[src/rtl/mem_access_unit_if.sv]
// Request/response and RAM-side signal bundle for mem_access_unit.
// slave = the unit itself; master = CPU datapath plus RAM (or a bench standing in for both).
interface mem_access_unit_if;
    logic        req_valid;
    logic        req_ready;
    logic        req_we;
    logic [1:0]  req_size;
    logic        req_unsigned;
    logic [31:0] req_addr;
    logic [31:0] req_wdata;
    logic        resp_valid;
    logic [31:0] resp_rdata;
    logic        resp_err;
    logic [31:0] ram_address;
    logic [31:0] ram_wdata;
    logic        ram_enw;
    logic [31:0] ram_rdata;

    modport slave (
        input  req_valid, req_we, req_size, req_unsigned, req_addr, req_wdata, ram_rdata,
        output req_ready, resp_valid, resp_rdata, resp_err, ram_address, ram_wdata, ram_enw
    );
    modport master (
        output req_valid, req_we, req_size, req_unsigned, req_addr, req_wdata, ram_rdata,
        input  req_ready, resp_valid, resp_rdata, resp_err, ram_address, ram_wdata, ram_enw
    );
endinterface

[src/rtl/mem_access_unit.sv]
// Byte/half/word load-store front end onto a single-port word RAM; sub-word stores use read-modify-write.
// Define MAU_BOUNDS_CHECK_EN to flag accesses beyond DEPTH words as errors instead of wrapping.
module mem_access_unit #(
    parameter int DEPTH = 2048
) (
    input logic             clock,
    input logic             reset,
    mem_access_unit_if.slave bus
);
    localparam int IDX_W = $clog2(DEPTH);

    typedef enum logic [2:0] {IDLE, LOAD, READ, WRITE, RESP} state_t;

    state_t      state;
    logic [1:0]  lane_q;
    logic [1:0]  size_q;
    logic        uns_q;
    logic [15:0] wdata_q;

    logic        req_err;
    logic [7:0]  byte_sel;
    logic [15:0] half_sel;
    logic [31:0] load_ext;
    logic [31:0] merged;

    assign bus.req_ready = (state == IDLE);

    always_comb begin
        req_err = (bus.req_size == 2'd3) ||
                  (bus.req_size == 2'd1 && bus.req_addr[0]) ||
                  (bus.req_size == 2'd2 && bus.req_addr[1:0] != 2'd0);
`ifdef MAU_BOUNDS_CHECK_EN
        if (bus.req_addr[31:2] >= 30'(DEPTH)) req_err = 1'b1;
`endif
    end

`ifndef MAU_BOUNDS_CHECK_EN
    // Without bounds checking the index simply wraps, so the high address bits go nowhere.
    logic unused_addr_hi;
    assign unused_addr_hi = ^bus.req_addr[31:IDX_W+2];
`endif

    always_comb begin
        byte_sel = bus.ram_rdata[{lane_q, 3'b000} +: 8];
        half_sel = lane_q[1] ? bus.ram_rdata[31:16] : bus.ram_rdata[15:0];
        case (size_q)
            2'd0:    load_ext = {{24{~uns_q & byte_sel[7]}}, byte_sel};
            2'd1:    load_ext = {{16{~uns_q & half_sel[15]}}, half_sel};
            default: load_ext = bus.ram_rdata;
        endcase
        merged = bus.ram_rdata;
        if (size_q == 2'd0) merged[{lane_q, 3'b000} +: 8] = wdata_q[7:0];
        else                merged[{lane_q[1], 4'b0000} +: 16] = wdata_q;
    end

    always_ff @(posedge clock) begin
        if (reset) begin
            state           <= IDLE;
            lane_q          <= '0;
            size_q          <= '0;
            uns_q           <= 1'b0;
            wdata_q         <= '0;
            bus.resp_valid  <= 1'b0;
            bus.resp_rdata  <= '0;
            bus.resp_err    <= 1'b0;
            bus.ram_address <= '0;
            bus.ram_wdata   <= '0;
            bus.ram_enw     <= 1'b0;
        end else begin
            bus.resp_valid <= 1'b0;
            case (state)
                IDLE: if (bus.req_valid) begin
                    lane_q          <= bus.req_addr[1:0];
                    size_q          <= bus.req_size;
                    uns_q           <= bus.req_unsigned;
                    wdata_q         <= bus.req_wdata[15:0];
                    bus.ram_address <= 32'(bus.req_addr[IDX_W+1:2]);
                    if (req_err) begin
                        bus.resp_rdata <= '0;
                        bus.resp_err   <= 1'b1;
                        bus.resp_valid <= 1'b1;
                        state          <= RESP;
                    end else if (!bus.req_we) begin
                        state <= LOAD;
                    end else if (bus.req_size == 2'd2) begin
                        bus.ram_wdata <= bus.req_wdata;
                        bus.ram_enw   <= 1'b1;
                        state         <= WRITE;
                    end else begin
                        state <= READ;
                    end
                end
                LOAD: begin
                    bus.resp_rdata <= load_ext;
                    bus.resp_err   <= 1'b0;
                    bus.resp_valid <= 1'b1;
                    state          <= RESP;
                end
                READ: begin
                    // Address was loaded at accept, so it is already stable for the enw cycle.
                    bus.ram_wdata <= merged;
                    bus.ram_enw   <= 1'b1;
                    state         <= WRITE;
                end
                WRITE: begin
                    bus.ram_enw    <= 1'b0;
                    bus.resp_rdata <= '0;
                    bus.resp_err   <= 1'b0;
                    bus.resp_valid <= 1'b1;
                    state          <= RESP;
                end
                RESP:    state <= IDLE;
                default: state <= IDLE;
            endcase
        end
    end
endmodule

[src/flat_wrapper.sv]
// flat-port wrapper written by rule: the top's interface ports become plain ports
module mem_access_unit_flat 
#(
    parameter int DEPTH = 2048
)
  (clock, reset, bus_req_valid, bus_req_we, bus_req_size, bus_req_unsigned, bus_req_addr, bus_req_wdata, bus_ram_rdata, bus_req_ready, bus_resp_valid, bus_resp_rdata, bus_resp_err, bus_ram_address, bus_ram_wdata, bus_ram_enw);
  mem_access_unit_if bus_i ();
  input logic clock;
  input logic reset;
  input wire logic [$bits(bus_i.req_valid)-1:0] bus_req_valid;
  input wire logic [$bits(bus_i.req_we)-1:0] bus_req_we;
  input wire logic [$bits(bus_i.req_size)-1:0] bus_req_size;
  input wire logic [$bits(bus_i.req_unsigned)-1:0] bus_req_unsigned;
  input wire logic [$bits(bus_i.req_addr)-1:0] bus_req_addr;
  input wire logic [$bits(bus_i.req_wdata)-1:0] bus_req_wdata;
  input wire logic [$bits(bus_i.ram_rdata)-1:0] bus_ram_rdata;
  output wire logic [$bits(bus_i.req_ready)-1:0] bus_req_ready;
  output wire logic [$bits(bus_i.resp_valid)-1:0] bus_resp_valid;
  output wire logic [$bits(bus_i.resp_rdata)-1:0] bus_resp_rdata;
  output wire logic [$bits(bus_i.resp_err)-1:0] bus_resp_err;
  output wire logic [$bits(bus_i.ram_address)-1:0] bus_ram_address;
  output wire logic [$bits(bus_i.ram_wdata)-1:0] bus_ram_wdata;
  output wire logic [$bits(bus_i.ram_enw)-1:0] bus_ram_enw;
  assign bus_i.req_valid = bus_req_valid;
  assign bus_i.req_we = bus_req_we;
  assign bus_i.req_size = bus_req_size;
  assign bus_i.req_unsigned = bus_req_unsigned;
  assign bus_i.req_addr = bus_req_addr;
  assign bus_i.req_wdata = bus_req_wdata;
  assign bus_i.ram_rdata = bus_ram_rdata;
  assign bus_req_ready = bus_i.req_ready;
  assign bus_resp_valid = bus_i.resp_valid;
  assign bus_resp_rdata = bus_i.resp_rdata;
  assign bus_resp_err = bus_i.resp_err;
  assign bus_ram_address = bus_i.ram_address;
  assign bus_ram_wdata = bus_i.ram_wdata;
  assign bus_ram_enw = bus_i.ram_enw;
  mem_access_unit #(.DEPTH(DEPTH)) u_core (.clock(clock), .reset(reset), .bus(bus_i));
endmodule
[config.mk]
export PLATFORM = sky130hd
export DESIGN_NAME = mem_access_unit_flat
export DESIGN_NICKNAME = d
export VERILOG_FILES = /design/src/rtl/mem_access_unit_if.sv /design/src/rtl/mem_access_unit.sv /design/src/flat_wrapper.sv
export SDC_FILE = /design/constraint.sdc
export NUM_CORES = 1
export LEC_CHECK = 0
export BUFFER_PORTS_ARGS = -buffer_cell sky130_fd_sc_hd__buf_4
export CAP_MARGIN = 30
export CORE_UTILIZATION = 35
export DETAILED_ROUTE_END_ITERATION = 6
export REMOVE_ABC_BUFFERS = 1
export SYNTH_ARGS = -nofsm -noshare
export SYNTH_HDL_FRONTEND = slang
export SYNTH_SLANG_ARGS = --single-unit
[constraint.sdc]
create_clock -name clock -period 3.3 [get_ports clock]
set_input_delay 0.33 -clock clock [delete_from_list [all_inputs] [get_ports clock]]
set_output_delay 0.33 -clock clock [all_outputs]
set_load 0.05 [all_outputs]
==> flow_summary.yaml, run 1 <==
floorplan:
  dieArea_sq_mm: 0.01685
  core_area_sq_mm: 0.01594
  start_util_pct: 35.86
  placementRows: 46
  die_y_um: 129.8
  ios: 203
  die-width_um: 129.8
setup_path:
  path_cells: "buf_4 -> ha_1 -> or4b_1 -> o221ai_1 -> nand2_1 -> a311oi_1"
  crit_family: "simple AND/OR/NAND/NOR gates"
  critPathKind: "reg2reg"
  cp_slowest_cell: "or4b_1"
  crit_buf_inv: 1
  cp-end-kind: "flop"
  start_kind: "flop"
  slowest_delay_ns: 0.73
  critPathMaxFanout: 32
  required_ns: 3.56
  cp.arrival_ns: 2.69
detailed_routing:
  drtAntennaViolNets: 0
  via_per_inst: 5.259
  wl_um: 19680
  firstDrtPassIters: 5
  num_vias: 5674
  drt_iter0_drc: 466
  drc_errors: 0
  wl_per_cell_um: 18.24
power:
  p_leak_nw: 2.991
  peakVddDrop_uv: 420.1
  powerDensity_mw_per_mm2: 473.2
  total_power_mw: 3.469
timing:
  period_needed_ns: 2.434
  skew_ns: 0.006974
  slew_headroom_pct: 34.17
  grt_setup_unrepaired: "false"
  worst_slew_pin_slew_ns: 0.9860
  hold_viol_final: 0
  fin_tns_setup_ns: 0
  finalMaxSlewViolations: 0
  max_freq_mhz: 410.8
  finalSetupViolCount: 0
  fin_crit_sh_pct: 73.76
synthesis:
  ys_seq_elements: 102
  synth_flop_cell: "dfxtp_1"
  synthCells: 730
  synthArstFlopShare_pct: 0
  synth_area_sq_mm: 0.005717
  synth_edf_count: 0
  synth_cell_types: 46
  synth_warnings: 0
  synth-seq-area-share_pct: 35.72
  avgSynthCellArea_sq_um: 7.831
layout:
  final_common_cell: "buf_4"
  drive_gt1_share_pct: 25.14
  final_cell_mix: "183 x buf_4, 143 x nand2_1, 101 x dfxtp_1"
  stdcell_area_sq_mm: 0.007331
  synthToLayoutAreaGrowth_pct: 28.23
  final_nets: 966
  num_antenna_cells: 0
clock_network:
  htree_levels: 3
  clk_latency_ns: 0.36
  cts_made_buffers: 9
  clock_sinks: 102
  post_cts_resized: 0
  cts_tree: "done"
  ctsRootBufferMaster: "clkbuf_16"
  post-cts-setup-buffers: 0
  cts_buffer_depth: 2
  clk_pin_slew_ns: 0.07
  holdBufCountCts: 0
grt:
  antenna_found_initial: 0
  track_usage_pct: 23.71
  overflow: 0
  first_global_vias: 5471
  grt_max_degree: 73
  grt_first_pass_wirelength_um: 30260
min_path:
  hold_path.class: "in2reg"
placement:
  routabilityCongestion: 0.8403
  detailed_place_hpwl_um: 12760
  placed_area_sq_mm: 0.007029
  io_buffer_count: 162
run:
  maxCapViolCount: 0
run_status:
  status: "completed"
==> synth_stat cells, drive strengths merged (17+ instances only) <==
library cell	number	area share (%)
nor2	35	2.3
a311oi	33	5.2
a22o	17	2.6
nand2	143	9.4
o221ai	18	2.8
inv	32	2.1
clkbuf	36	2.4
dfxtp	102	36
buf	51	5.5
o21ai	64	5.6
a21oi	58	5.1
mux2i	40	7.0
==> layout make-up <==
cell class / count / area (sq um)
fill: 1613 / 8612
multi-input combinational: 529 / 3202
sequential: 102 / 2043
timing repair buffer: 184 / 1394
tap: 216 / 270.3
clock buffer: 12 / 256.5
inverter: 32 / 120.1
clock inverter: 4 / 45.04
==> final timing paths <==
kind | end | from | slack, ns | depth (start not counted)
worst max register to register | u_core.bus.ram_wdata[28]$_SDFFE_PP0P_ | u_core.lane_q[0]$_SDFFE_PP0P_ | 0.87 | 6
worst min-delay path | u_core.bus.ram_address[3]$_SDFFE_PP0P_ | bus_req_addr[5] | 0.22 | 3
worst max-delay path | u_core.bus.ram_wdata[28]$_SDFFE_PP0P_ | u_core.lane_q[0]$_SDFFE_PP0P_ | 0.87 | 6
worst min register to register | u_core.bus.resp_rdata[3]$_SDFFE_PP0P_ | u_core.bus.resp_rdata[3]$_SDFFE_PP0P_ | 0.45 | 2
==> logic make-up after synthesis <==
logic type / synth area share, %
adders and majority gates: 1.094
other: 0.06560
AOI/OAI and AO/OA: 26.88
muxes: 8.580
buffers and inverters: 9.936
and+or+nand+nor: 17.73
DFF: 35.72
==> where the power goes <==
group	switching, mW	internal [mW]
logic	0.653	0.331
registers	0.0634	1.30
clock network	0.491	0.627
==> registers in the layout, summed over array words and instances, names as in the netlist, 2 cells and up <==
signal and flops:
u_core.bus.ram_wdata 32, u_core.wdata_q 16, u_core.bus.resp_rdata 32, u_core.lane_q 2
u_core.size_q 2, u_core.bus.ram_address 11, u_core.state 3
==> worst min-delay path: cells and delay by family <==
kind	cells	cell delay (ns)
buf+inv	1	0.11
compound gates	1	0.05
simple gates	1	0.04
==> routing by layer <==
metal  vias to the layer above  GRT usage, %  part of all wire, %
met5                         -             0                    0
met4                         0         6.430                  1.3
met3                        20         4.797                  6.6
met2                       219         41.90                   49
met1                      2620         29.19                   43
li1                       2815             -                    -
==> through the flow <==
| step | hold slack (ns) | utilization, % | instances | setup slack [ns] |
|---|---|---|---|---|
| finish | 0.2176 | 45.98 | 1079 | 0.8660 |
| global route | 0.2142 | 45.98 | 1079 | 0.7092 |
| CTS | 0.2082 | 45.98 | 1079 | 0.9110 |
| detailed placement | 0.4436 | 44.09 | 1063 | 0.9500 |
| global placement | 0.4364 | 44.09 | 1063 | 0.9672 |
| floorplan | 0.3991 | - | 663 | -0.5274 |
Note: power is estimated with default switching activity, not from simulation.
==> run 2, diff against run 1 <==
- clock period: 3.3 -> 2.2 ns (I/O delays scaled with it)
==> run 2 against run 1 <==
Effect of this change:
- clock skew is essentially flat
- combinational power grew 55%
- count of clock-buffer cells in the layout grew 1
- critical path depth grew 1
- highest routed layer unchanged
==> flow_summary.yaml, run 2 (synthesized netlist as in run 1, its figures left out) <==
clock_network:
  cts_tree: "done"
  cts_buffer_depth: 2
  cts_made_buffers: 9
  clk_latency_ns: 0.36
  holdBufCountCts: 0
  clock_sinks: 102
  ctsRootBufferMaster: "clkbuf_16"
  htree_levels: 3
  clk_pin_slew_ns: 0.07
detailed_routing:
  via_per_inst: 5.289
  drtAntennaViolNets: 0
  wl_per_cell_um: 17.74
  num_vias: 5807
  drt_iter0_drc: 561
  drc_errors: 0
  wl_um: 19470
  firstDrtPassIters: 6
grt:
  grt_first_pass_wirelength_um: 30280
  first_global_vias: 5542
  grt_max_degree: 71
  track_usage_pct: 23.70
  antenna_found_initial: 0
  overflow: 0
layout:
  n_fill_cell: 1610
  drive_gt1_share_pct: 26.98
  final_nets: 985
  synthToLayoutAreaGrowth_pct: 32.20
  regArea_sq_mm: 0.002046
  final_common_cell: "buf_4"
  largest_registers: "u_core.bus.ram_wdata: 32 flops, u_core.bus.resp_rdata: 32 flops, u_core.wdata_q: 16 flops"
  num_antenna_cells: 0
  stdcell_area_sq_mm: 0.007557
  fin_util_pct: 47.40
  final_cell_mix: "198 x buf_4, 143 x nand2_1, 101 x dfxtp_1"
  multiInputGateArea_sq_mm: 0.003227
setup_path:
  crit_buf_inv: 2
  critPathKind: "reg2reg"
  path_cells: "inv_1 -> ha_4 -> or4b_4 -> buf_4 -> o221ai_1 -> nand2_1 -> a311oi_1"
  cp-startpoint: "u_core.lane_q[1]$_SDFFE_PP0P_"
  cp_slowest_cell: "or4b_4"
  rrSetupSlack_ns: 0.13
  crit_family: "simple AND/OR/NAND/NOR gates"
  slowest_delay_ns: 0.55
  required_ns: 2.47
  reg2regPathDepth: 7
  r2r-end: "u_core.bus.ram_wdata[31]$_SDFFE_PP0P_"
  critPathMaxFanout: 4
  start_kind: "flop"
  cp-end-kind: "flop"
  timing.rr.start: "u_core.lane_q[1]$_SDFFE_PP0P_"
  cp.arrival_ns: 2.34
placement:
  routabilityCongestion: 0.8946
  io_buffer_count: 162
  placed_area_sq_mm: 0.007189
  detailed_place_hpwl_um: 13140
power:
  peakVddDrop_uv: 397.9
  powerDensity_mw_per_mm2: 697.0
  p_leak_nw: 3.104
min_path:
  hold_path.class: "in2reg"
  hold_end: "u_core.bus.ram_address[3]$_SDFFE_PP0P_"
  min_path_cells: 3
  min-delay-start: "bus_req_addr[5]"
timing:
  period_needed_ns: 2.071
  finalSetupViolCount: 0
  skew_ns: 0.006479
  slew_headroom_pct: 47.17
  max_freq_mhz: 483.0
  finalMaxSlewViolations: 0
  worst_slew_pin_slew_ns: 0.7924
  hold_viol_final: 0
  fin_crit_sh_pct: 94.12
floorplan:
  core_area_sq_mm: 0.01594
  start_util_pct: 35.86
  dieArea_sq_mm: 0.01685
  die-width_um: 129.8
  ios: 203
  die_y_um: 129.8
  placementRows: 46
run_status:
  status: "completed"
run:
  maxCapViolCount: 0
## run 2: where the power goes
group          total, mW  leakage (nW)  internal, mW  switching [mW]
sequential          2.05         0.831          1.96          0.0976
clock               1.68         0.146         0.945           0.740
combinational       1.53          2.13         0.547           0.983
## run 2: layout make-up
class / instances / area share, %
Clock buffer: 13 / 3.444
Clock inverter: 3 / 0.5629
Inverter: 32 / 1.589
Multi-Input combinational cell: 529 / 42.70
Timing Repair Buffer: 203 / 21.06
Sequential cell: 102 / 27.07
Tap cell: 216 / 3.576
## run 2: repair_timing
item | CTS | global route
cloned | 0 | 1
buffers inserted | 0 | 0
endpoints found under the setup margin | 2 | 13
resized for setup | 1 | 7
## run 2: layer usage
layer	vias up	track usage, %	wire length, um
met5	-	0	0
met4	0	8.003	409
met3	27	5.822	1357
met2	231	38.79	9186
met1	2693	30.44	8520
li1	2856	-	-
## run 2: stage by stage
step	power, mW	instances	TNS (ns)	setup slack, ns	hold WS, ns
final	5.267	1098	0	0.1294	0.1060
after global routing	5.513	1098	-0.008738	-0.008738	0.09264
after CTS	5.278	1097	0	0.02023	0.09380
after detailed placement	3.596	1081	0	0.001808	0.4388
after global placement	3.590	1081	0	0.03860	0.4384
after floorplan	2.989	663	-85.25	-1.627	0.2891
## run 2: tightest hold or removal path: cells and delay by family
kind / cells / cell delay [ns]
buf+inv: 1 / 0.11
simple gates: 1 / 0.04
compound gates: 1 / 0.05
## run 2: how the worst max path moves through the flow
stage,endpoint,cells past startpoint
3_5_place_dp,u_core.bus.ram_wdata[30]$_SDFFE_PP0P_,7
6_report,u_core.bus.ram_wdata[31]$_SDFFE_PP0P_,7
3_3_place_gp,u_core.bus.ram_wdata[24]$_SDFFE_PP0P_,7
4_1_cts,u_core.bus.ram_wdata[30]$_SDFFE_PP0P_,7
5_1_grt,u_core.bus.ram_wdata[27]$_SDFFE_PP0P_,7
2_1_floorplan,u_core.bus.ram_wdata[0]$_SDFFE_PP0P_,6
==> run 3, diff against run 2 <==
- ABC_AREA: unset -> 1
- SKIP_CTS_REPAIR_TIMING: unset -> 1
==> run 3 against run 2 <==
Effect of this change:
- flip-flop and latch count unchanged
- synthesized cell count increased by 37%
- fmax increased by 7.7%
- global-route usage decreased by 0.47 points
- sequential share of layout area decreased by 0.74 points
- non-clock buffer count decreased by 11
- via count increased by 15%
- first-iteration DRC count decreased by 8.2%
- core utilization decreased by 1.1 points
- count of clock-buffer cells in the layout unchanged
- largest power group is now combinational cells
- highest routed layer unchanged
==> flow_summary.yaml, run 3 <==
run_status:
  status: "completed"
timing:
  grt_setup_unrepaired: "false"
  skew_ns: 0.006387
  fin_tns_setup_ns: 0
  max_freq_mhz: 520.3
  setup_slack_ns: 0.2780
  period_needed_ns: 1.922
  worst_slew_pin_slew_ns: 0.8546
  finalSetupViolCount: 0
  finalMaxSlewViolations: 0
  hold_viol_final: 0
  slew_headroom_pct: 42.81
  fin_crit_sh_pct: 87.36
synthesis:
  synth_edf_count: 0
  synth_commonest_cells: "316 x nand2_1, 102 x dfxtp_1, 101 x a21oi_1"
  synthCells: 1000
  synth_area_sq_mm: 0.006058
  synth_flop_cell: "dfxtp_1"
  yosys-top-cells-area: "dfxtp_1 34%, nand2_1 20%, a21oi_1 8.3%"
  yosys.area.top_type: "dfxtp_1"
  ys_seq_elements: 102
  yosysTopAreaCellShare_pct: 33.71
  synth_cell_types: 27
  synth-seq-area-share_pct: 33.71
  synthArstFlopShare_pct: 0
  avgSynthCellArea_sq_um: 6.058
  synth_warnings: 0
  yosysMostFrequentCell: "nand2_1"
layout:
  final_cell_mix: "316 x nand2_1, 189 x buf_4, 101 x a21oi_1, 101 x dfxtp_1, 94 x nor2_1"
  n_fill_cell: 1835
  largest_registers: "u_core.bus.ram_wdata: 32 flops, u_core.bus.resp_rdata: 32 flops, u_core.wdata_q: 16 flops"
  num_antenna_cells: 0
  drive_gt1_share_pct: 19.21
  final_common_cell: "nand2_1"
  final_nets: 1248
  synthToLayoutAreaGrowth_pct: 28.07
grt:
  grt-busiest-layer: "met2"
  antenna_found_initial: 0
  overflow: 0
  grt_first_pass_wirelength_um: 32310
  track_usage_pct: 23.23
  first_global_vias: 6114
  grt_max_degree: 57
  use_met3_pct: 5.099
  use_met2_pct: 36.69
  grt_use_met1_pct: 31.41
floorplan:
  placementRows: 47
  core_area_sq_mm: 0.01676
  die_y_um: 133.6
  ios: 203
  dieArea_sq_mm: 0.01784
  start_util_pct: 36.15
  die-width_um: 133.6
clock_network:
  cts_buffer_depth: 2
  cts_made_buffers: 9
  cts_tree: "done"
  clk_pin_slew_ns: 0.07
  ctsRootBufferMaster: "clkbuf_16"
  clk_latency_ns: 0.36
  htree_levels: 3
  clock_sinks: 102
placement:
  place_ws_ns: 0.3194
  io_buffer_count: 162
  routabilityCongestion: 0.8739
  detailed_place_hpwl_um: 14470
detailed_routing:
  via_per_inst: 4.898
  wl_per_cell_um: 14.81
  firstDrtPassIters: 6
  num_vias: 6686
  wl_um: 20220
  drc_errors: 0
  drt_iter0_drc: 515
  drtAntennaViolNets: 0
power:
  powerDensity_mw_per_mm2: 847.3
  peakVddDrop_uv: 516.2
  p_leak_nw: 3.631
setup_path:
  critPathMaxFanout: 19
  cp.arrival_ns: 2.23
  required_ns: 2.50
  critPathKind: "reg2reg"
  start_kind: "flop"
  cp-end-kind: "flop"
min_path:
  hold_path.class: "in2reg"
run:
  maxCapViolCount: 0
## run 3: kinds of logic after synthesis
logic type | after synthesis | synth area share (%)
flops | 102 | 33.71
simple gates | 499 | 33.44
fa+ha+maj | 5 | 1.033
buf+inv | 169 | 12.41
other cells | 1 | 0.06190
compound gates | 224 | 19.35
## run 3: worst paths after layout
path,start,end,slack (ns),depth (start not counted)
setup / recovery,u_core.state[2]$_SDFFE_PP0P_,u_core.bus.ram_wdata[26]$_SDFFE_PP0P_,0.28,9
hold / removal,bus_req_we,u_core.state[1]$_SDFFE_PP0P_,0.11,3
setup reg to reg,u_core.state[2]$_SDFFE_PP0P_,u_core.bus.ram_wdata[26]$_SDFFE_PP0P_,0.28,9
hold reg to reg,u_core.bus.resp_rdata[4]$_SDFFE_PP0P_,u_core.bus.resp_rdata[4]$_SDFFE_PP0P_,0.46,2
## run 3: final cells by class
class / count / area (sq um) / area share [%]
multi-input combinational: 749 / 3351 / 43.19
sequential: 102 / 2043 / 26.33
timing repair buffer: 192 / 1479 / 19.06
inverter: 86 / 322.8 / 4.161
tap: 220 / 275.3 / 3.548
clock buffer: 13 / 270.3 / 3.483
clock inverter: 3 / 17.52 / 0.2258
## run 3: critical path, cell delays in order (launching register included)
cell and delay [ns]:
dfxtp_1 0.34, inv_1 0.12, nand2_1 0.07, nor2_2 0.16, buf_4 0.27, buf_4 0.29
o21ai_0 0.13, o21ai_1 0.27, nor2_1 0.08, nor2_1 0.12
## run 3: where the power goes
group          leakage (nW)  switching, mW  internal [mW]
logic                  2.65           1.90          0.866
clock network         0.142          0.735          0.858
registers             0.835          0.151           2.07
total                  3.63           2.78           3.79
## run 3: per-stage QoR
step | instance area, sq um | hold WS, ns | util (%) | total power [mW] | cells
detailed placement | 7471 | 0.4549 | 44.58 | 5.008 | 1349
finish | 7759 | 0.1150 | 46.29 | 6.574 | 1365
global placement | 7471 | 0.4486 | 44.58 | 4.996 | 1349
CTS | 7759 | 0.1099 | 46.29 | 6.604 | 1365
global route | 7759 | 0.1243 | 46.29 | 6.974 | 1365
floorplan | 5704 | 0.2891 | - | 4.066 | 937
## run 3: layer usage
| layer | vias to the layer above | routed length (um) |
|---|---|---|
| met1 | 2996 | 9409 |
| met2 | 234 | 9010 |
| met5 | - | 0 |
| li1 | 3434 | - |
| met4 | 0 | 378 |
| met3 | 22 | 1419 |
